**config.mk**
```make
export PLATFORM = sky130hd
export DESIGN_NAME = shift_cmd_ctrl
export DESIGN_NICKNAME = d
export VERILOG_FILES = /design/src/rtl/shift_pkg.sv /design/src/rtl/shift_cmd_fifo.sv /design/src/rtl/shift_cmd_ctrl.sv
export SDC_FILE = /design/constraint.sdc
export NUM_CORES = 1
export LEC_CHECK = 0
export BUFFER_PORTS_ARGS = -buffer_cell sky130_fd_sc_hd__buf_2
export CORE_MARGIN = 3
export CORE_UTILIZATION = 60
export DETAILED_ROUTE_END_ITERATION = 6
export PLACE_DENSITY = 0.82
export SKIP_LAST_GASP = 1
export SYNTH_ARGS = -nofsm -noshare
export SYNTH_HDL_FRONTEND = slang
export SYNTH_SLANG_ARGS = --single-unit
```
**constraint.sdc**
```tcl
create_clock -name clk -period 4.34 [get_ports clk]
set_input_delay 0 -clock clk [delete_from_list [all_inputs] [get_ports clk]]
set_output_delay 0 -clock clk [all_outputs]
set_load 0.01 [all_outputs]
```
**src/rtl/shift_pkg.sv**
```systemverilog
// Shared constants, FSM state type and command payload for the shift command sequencer.
package shift_pkg;

   localparam int unsigned W_DEF     = 32;
   localparam int unsigned SW_DEF    = 6;
   localparam int unsigned SHIFT_MAX = W_DEF - 1;

   typedef enum logic [1:0] {
      IDLE  = 2'd0,
      ISSUE = 2'd1,
      CAPT  = 2'd2,
      RESP  = 2'd3
   } state_e;

   typedef struct packed {
      logic              dir;
      logic [SW_DEF-1:0] shift;
      logic [W_DEF-1:0]  data;
      logic              err;
   } cmd_t;

endpackage

```
**src/rtl/shift_cmd_fifo.sv**
```systemverilog
// Synchronous command FIFO; DEPTH must be a power of two, pointers carry an extra wrap bit.
module shift_cmd_fifo
   import shift_pkg::*;
#(
   parameter int unsigned DEPTH = 4
) (
   input  logic clk,
   input  logic clr,
   input  logic push,
   input  logic pop,
   input  cmd_t wdata,
   output cmd_t rdata_c,
   output logic full_c,
   output logic empty_c
);

   localparam int unsigned AW = $clog2(DEPTH);

   cmd_t        mem [DEPTH];
   logic [AW:0] wr_ptr;
   logic [AW:0] rd_ptr;
   logic        wr_en_c;
   logic        rd_en_c;

   assign wr_en_c = push & ~full_c;
   assign rd_en_c = pop & ~empty_c;
   assign empty_c = (wr_ptr == rd_ptr);
   assign full_c  = (wr_ptr[AW] != rd_ptr[AW]) && (wr_ptr[AW-1:0] == rd_ptr[AW-1:0]);
   assign rdata_c = mem[rd_ptr[AW-1:0]];

   always_ff @(posedge clk or negedge clr) begin
      if (!clr) begin
         wr_ptr <= '0;
         rd_ptr <= '0;
      end else begin
         if (wr_en_c) wr_ptr <= wr_ptr + (AW+1)'(1);
         if (rd_en_c) rd_ptr <= rd_ptr + (AW+1)'(1);
      end
   end

   // Storage needs no reset: entries are only read behind a valid write pointer.
   always_ff @(posedge clk) begin
      if (wr_en_c) mem[wr_ptr[AW-1:0]] <= wdata;
   end

endmodule

```
**src/rtl/shift_cmd_ctrl.sv**
```systemverilog
// Flow-controlled command sequencer in front of var_shift; define SHIFT_CMD_STATS_EN
// to add the op_count / clamp_count statistics outputs.
module shift_cmd_ctrl
   import shift_pkg::*;
#(
   parameter int unsigned W     = W_DEF,
   parameter int unsigned SW    = SW_DEF,
   parameter int unsigned DEPTH = 4
) (
   input  logic          clk,
   input  logic          clr,
   input  logic          cmd_valid,
   output logic          cmd_ready,
   input  logic          cmd_dir,
   input  logic [SW-1:0] cmd_shift,
   input  logic [W-1:0]  cmd_data,
   output logic          sh_en,
   output logic          sh_dir,
   output logic [SW-1:0] sh_shift,
   output logic [W-1:0]  sh_in,
   input  logic [W-1:0]  sh_q,
   output logic          res_valid,
   input  logic          res_ready,
   output logic [W-1:0]  res_data,
   output logic          res_err
`ifdef SHIFT_CMD_STATS_EN
  ,output logic [15:0]   op_count,
   output logic [7:0]    clamp_count
`endif
);

   state_e state;
   state_e state_d;
   cmd_t   push_cmd_c;
   cmd_t   head_c;
   logic   full_c;
   logic   empty_c;
   logic   push_c;
   logic   pop_c;
   logic   clamp_c;
   logic   err_q;

   assign cmd_ready = ~full_c;
   assign push_c    = cmd_valid & cmd_ready;
   assign clamp_c   = (cmd_shift > SW'(SHIFT_MAX));

   // Out-of-range amounts are clamped on entry so the shifter never sees them.
   always_comb begin
      push_cmd_c.dir   = cmd_dir;
      push_cmd_c.shift = clamp_c ? SW'(SHIFT_MAX) : cmd_shift;
      push_cmd_c.data  = cmd_data;
      push_cmd_c.err   = clamp_c;
   end

   shift_cmd_fifo #(
      .DEPTH(DEPTH)
   ) u_fifo (
      .clk    (clk),
      .clr    (clr),
      .push   (push_c),
      .pop    (pop_c),
      .wdata  (push_cmd_c),
      .rdata_c(head_c),
      .full_c (full_c),
      .empty_c(empty_c)
   );

   always_ff @(posedge clk or negedge clr) begin
      if (!clr) state <= IDLE;
      else      state <= state_d;
   end

   always_comb begin
      state_d = state;
      pop_c   = 1'b0;
      case (state)
         IDLE: begin
            if (!empty_c) begin
               pop_c   = 1'b1;
               state_d = ISSUE;
            end
         end
         ISSUE: state_d = CAPT;
         CAPT:  state_d = RESP;
         RESP: begin
            if (res_ready) begin
               if (!empty_c) begin
                  pop_c   = 1'b1;
                  state_d = ISSUE;
               end else begin
                  state_d = IDLE;
               end
            end
         end
         default: state_d = IDLE;
      endcase
   end

   // Every pop lands in ISSUE next cycle, so sh_en is set only for that one cycle.
   always_ff @(posedge clk or negedge clr) begin
      if (!clr) begin
         sh_en    <= 1'b0;
         sh_dir   <= 1'b0;
         sh_shift <= '0;
         sh_in    <= '0;
         err_q    <= 1'b0;
      end else begin
         sh_en <= pop_c && (head_c.shift != '0);
         if (pop_c) begin
            sh_dir   <= head_c.dir;
            sh_shift <= head_c.shift;
            sh_in    <= head_c.data;
            err_q    <= head_c.err;
         end
      end
   end

   always_ff @(posedge clk or negedge clr) begin
      if (!clr) begin
         res_valid <= 1'b0;
         res_data  <= '0;
         res_err   <= 1'b0;
      end else begin
         res_valid <= (state_d == RESP);
         if (state == CAPT) begin
            res_data <= sh_q;
            res_err  <= err_q;
         end
      end
   end

`ifdef SHIFT_CMD_STATS_EN
   always_ff @(posedge clk or negedge clr) begin
      if (!clr) begin
         op_count    <= '0;
         clamp_count <= '0;
      end else begin
         if (res_valid && res_ready) op_count <= op_count + 16'd1;
         if (push_c && clamp_c && (clamp_count != 8'hFF)) clamp_count <= clamp_count + 8'd1;
      end
   end
`endif

endmodule

```
-- Word-level counts from Yosys, hierarchy flattened
Memory sizes are Yosys's and may differ from the RTL's.
Cells that the tools add are included.
Widths: inputs -> output; s select.
- reduce and logical (&&, ||, !) cells: 4
- multipliers: 0
- div/mod/pow operators: 0
- bitwise operators: 5
- equality and inequality tests: 7
- muxes and demuxes: 10
- $lt $le $gt $ge: 1
- shift-type cells: 0
- add/subtract/negate cells: 2
- operators by type and width (operator ; number):
    $pmux 2 s4 ; 1
    $add 3x1->3 const B ; 2
    $eq 2x2->1 const B ; 3
    $gt 6x5->1 const B ; 1
    $mux 6 ; 1
    $reduce_bool 6->1 ; 1
    $mux 1 ; 5
    $mux 2 ; 2
    $and 1x1->1 ; 3
    $eq 3x3->1 ; 1
    $eq 2x1->1 const B ; 1
    $eq 2x2->1 ; 1
    $logic_and 1x1->1 ; 2
    $logic_not 2->1 ; 1
    $not 1->1 ; 2
    $pmux 1 s2 ; 1
    $ne 1x1->1 ; 1
- memories kept: 1
- memory bits (writable): 160
- input port bits: 75
- output and inout bits: 75
- bits in latches: 0
- word-level logic and storage cells: 41
- register bits: 83
- memory bits (read-only): 0
- memories (memory ; words ; bits a word ; read ports ; clocked after Yosys merged registers in ; wr ports ; line ; source):
    u_fifo.mem ; 4 ; 40 ; 1 ; 0 ; 1 ; shift_cmd_fifo.sv:19 ; cmd_t mem [DEPTH];

-- Logic depth before layout (Yosys ltp)
- depth in word-level cells: 7
- mapped depth: 7

-- Modules after synthesis
From an unflattened synthesis, not the netlist that was laid out.
- cell total of the unflattened synthesis: 445
- area, all modules: 9297.7 µm²
- by module, submodules not included (module ; area each (µm²) ; instances ; cells an instance):
    shift_cmd_fifo ; 6282.3 ; 1 ; 258
    shift_cmd_ctrl ; 3015.4 ; 1 ; 187

-- Least setup slack after synthesis
Ideal clock, no wire load.
- path type: flip-flop to flip-flop
- from: register u_fifo.rd_ptr[1]
- to: memory u_fifo.mem[3][0] (netlist name) (enable)
- arrival time: 2186 ps
- path buffers: 1
- cell stages (with the launch flop): 5
- data required time: 3937 ps
- path slack: 1751 ps
- cells stage by stage: dfrtp_1 -> buf_2 -> xnor2_1 -> a31oi_1 -> and2_1
- word-level cells in the longest chain between the ends: 7
- ends and longest elaborated chain (element ; line ; source):
    from (decl) ; shift_cmd_fifo.sv:21 ; logic [AW:0] rd_ptr;
    from (signal assigned) ; shift_cmd_fifo.sv:37 ; if (rd_en_c) rd_ptr <= rd_ptr + (AW+1)'(1);
    $eq 2x2->1 (*) ; shift_cmd_fifo.sv:28 ; assign full_c = (wr_ptr[AW] != rd_ptr[AW]) && (wr_ptr[AW-1:0] == rd_ptr[AW-1:0]);
    $logic_and 1x1->1 (*) ; shift_cmd_fifo.sv:28 ;
    $not 1->1 (*) ; shift_cmd_fifo.sv:25, shift_cmd_ctrl.sv:43 ;
    $and 1x1->1 ; shift_cmd_ctrl.sv:44 ; assign push_c = cmd_valid & cmd_ready;
    $and 1x1->1 (*) ; shift_cmd_fifo.sv:25 ; assign wr_en_c = push & ~full_c;
    $mux 1 (*) ; shift_cmd_fifo.sv:43 ; if (wr_en_c) mem[wr_ptr[AW-1:0]] <= wdata;
    $mux 1 (implied by the code) (*) ; shift_cmd_fifo.sv:43 ;
    to (decl) ; shift_cmd_fifo.sv:19 ;
Mark *: on every way between the ends. The rest lies on a longest branch, timed or not.

-- Worst setup path after layout
- from: register u_fifo.rd_ptr[0]
- to: memory u_fifo.mem[3][20] (netlist name) (enable)
The elaborated chain is that of the path after synthesis.

==> summary.md <==
| Metric | Value |
|---|---|
| Startpoint type of the worst setup path | flip-flop |
| Clock Sinks | 243 |
| Final hold slack | 216 ps |
| GR Overflow Total | 0 |
| Number of library cell types mapped by synthesis | 32 |
| Clock-pin slew on the worst setup and hold paths | 60 ps |
| Cts repair resizes | 0 |
| CTS root buf | clkbuf_16 |
| Die W | 130 um |
| Max H-tree Level | 1 |
| Final period utilization | 61.5% |
| Syn Inst Count | 430 |
| Worst reg2reg path endpoint | u_fifo.mem[3][20] |
| Routed Antenna Nets | 0 |
| Synth Flop Type | edfxtp_1 |
| Share of layout cells above drive strength 1 | 46.6% |
| Int Pwr | 6.03 mW |
| Setup_tns | 0 ps |
| Area leader, netlist | edfxtp_1 |
| R2R Setup Slk | 1670 ps |
| Largest net degree at the start of global routing | 84 |
| CTS tree | done |
| Critical path's slowest cell | and2_2 |
| Via/cell ratio | 5.55 |
| EDFF count, synth | 160 |
| Worst Clk Skew | 11.9 ps |
| Register area share after synthesis | 75.2% |
| Die Ht | 130 um |
| Synth top area share | 52.5% |
| VDD IR-drop max | 0.000426 V |
| Hold Path Class | input pin to asynchronous set/reset pin |
| Routed wire per std cell | 21.3 um |
| I/O Buffers | 149 |
| LEAKAGE | 4.50 nW |
| Sw Ratio | 29.6% |
| First-pass GRT wire length | 28,800 um |
| Synth Cell Area | 9150 um2 |
| Util after Layout | 79.1% |
| Most common cell in the netlist | edfxtp_1 |
| Rel. slew slack | 24.5% |
| Synth top cells by count | edfxtp_1, dfrtp_1, mux2_2, mux4_2, ha_1 |
| Clk network pwr share | 25.7% |
| CTS Buffer Depth | 3 |
| Critical path endpoint category | flip-flop |
| Reg-to-reg critical path startpoint | u_fifo.rd_ptr[0] |
| Router iterations before antenna repair | 4 |
| Final setup vio count | 0 |
| Post-route cell area | 11,700 um2 |
| Placed cell area | 10,100 um2 |
| Core area | 14,800 um2 |
| Synth Area per Inst | 21.3 um2 |
| Max Cap Violations | 0 |
| Setup CP Type | flip-flop to flip-flop |
| Crit path arrival time | 2790 ps |
| Least-Margin Pin Slew | 1130 ps |
| Worst-skew pair later-pin latency | 510 ps |
| Cts bufs inserted | 24 |
| Largest cells by area after synthesis | edfxtp_1, dfrtp_1, mux4_2 |
| Worst reg-to-reg path cell count | 3 |
| # fillers | 775 |
| FMAX | 375 MHz |
| Global placement routability congestion | 0.721 |
| Critical path cell sequence | xnor2_1, a31oi_1, and2_2 |
| Run status | complete, no violations |
| Final slew viol count | 0 |
| Total Routed Length | 18,600 um |
| Initial core utilization | 62.0% |
| Psw | 2.54 mW |
| Power Density | 734 nW/um2 |
| Crit path max fanout | 41 |
| Fin nets | 753 |
| Vias in the first global route | 5,320 |
| Initial antenna violation count | 0 |
| Delay of the slowest cell on the worst path | 990 ps |
| Placement Rows | 44 |
| Die area | 16,800 um2 |
| Top delay family on crit path | simple AND/OR/NAND/NOR gates |
| FF+latch count, synth | 243 |
| Combinational share of power | 32.6% |
| Pwr Total | 8.56 mW |
| Gr usage total | 22.6% |
| Area delta synth->final | 27.5% |
| Ant diodes | 0 |
| RSZ-0062 raised after global routing | no |
| Via count | 4,831 |
| Seq pwr share | 41.8% |
| WP data required | 4470 ps |
| Drc violations | 0 |
| Shortest period the worst path allows | 2670 ps |
| Synth async-reset ratio | 34.2% |
| Detail Placement HPWL | 10,200 um |
| WP buf/inv | 0 |
| Synth warn | 0 |
| Final hold vios | 0 |
| Top-Level Pins | 150 |
| DRT iter0 DRCs | 263 |
==> final cells by class <==
cell class / count / area (um2) / area share (%)
sequential: 243 / 6890 / 59.0
inverter: 5 / 18.8 / 0.161
timing repair buffer: 228 / 1530 / 13.1
clock inverter: 10 / 155 / 1.33
multi-input combinational: 166 / 2150 / 18.4
clock buffer: 34 / 699 / 5.99
tap: 184 / 230 / 1.97
==> flip-flops by register name, summed over array words and instances, names as in the netlist <==
| signal | cells |
|---|---|
| err_q | 1 |
| res_data | 32 |
| res_err | 1 |
| res_valid | 1 |
| sh_dir | 1 |
| sh_en | 1 |
| sh_in | 32 |
| sh_shift | 6 |
| state | 2 |
| u_fifo.mem | 160 |
| u_fifo.rd_ptr | 3 |
| u_fifo.wr_ptr | 3 |
==> placed cells by master, fill, tap and decap left out, drive strengths merged, types with 5 or more instances in the layout <==
master       netlist  final
edfxtp           160    160
buf               13    154
dfrtp             83     83
mux2              74     74
dlygate4sd3        0     74
mux4              40     40
clkbuf             6     34
ha                10     10
xnor2              5      5
inv                5      5
or2                5      5
==> how the worst max path moves through the flow <==
stage,start,end,slack [ps],cells past startpoint
floorplan,u_fifo.rd_ptr[1],u_fifo.mem[3][0],1750,4
global placement,u_fifo.rd_ptr[0],sh_en,1720,4
detailed placement,u_fifo.rd_ptr[0],u_fifo.mem[3][18],1670,3
CTS,u_fifo.rd_ptr[0],u_fifo.mem[3][9],1610,3
global route,u_fifo.rd_ptr[0],u_fifo.mem[0][31],1530,3
finish,u_fifo.rd_ptr[0],u_fifo.mem[3][20],1670,3
==> power groups by stage <==
stage / Sequential (mW) / Clock, mW / Combinational, mW
finish: 3.58 / 2.20 / 2.79
CTS: 3.57 / 2.23 / 2.82
detailed placement: 3.60 / 0 / 2.75
global route: 3.65 / 2.33 / 3.03
floorplan: 3.72 / 0 / 1.78
global placement: 3.55 / 0 / 2.67
==> metal layers <==
metal / routed length [um] / share of wire [%] / vias up / track usage [%]
met3: 1340 / 7.2 / 28 / 4.78
met2: 9600 / 52 / 206 / 40.1
li1: - / - / 2162 / -
met5: 0 / 0 / - / 0
met4: 323 / 1.7 / 0 / 5.93
met1: 7290 / 39 / 2435 / 28.8
==> per-stage QoR <==
step / std cells / worst slack, ps
after global routing: 870 / 1530
final: 870 / 1670
after floorplan: 433 / 1750
after detailed placement: 752 / 1670
after global placement: 752 / 1720
after CTS: 870 / 1610
==> timing repair <==
action	4_1_cts	5_1_grt
setup buffers	0	0
endpoints found under the hold margin	274	0
hold buffers	74	0
==> kinds of logic after synthesis <==
group | share of synthesized area (%)
multiplexers | 18.9
AND/OR/NAND/NOR | 1.42
adder cells (fa/ha/maj) | 1.37
other | 0.0410
buffers and inverters | 1.50
flip-flops | 75.2
XOR/XNOR | 0.765
AO/OA/AOI/OAI | 0.779
Note: power is estimated with default switching activity, not from simulation.
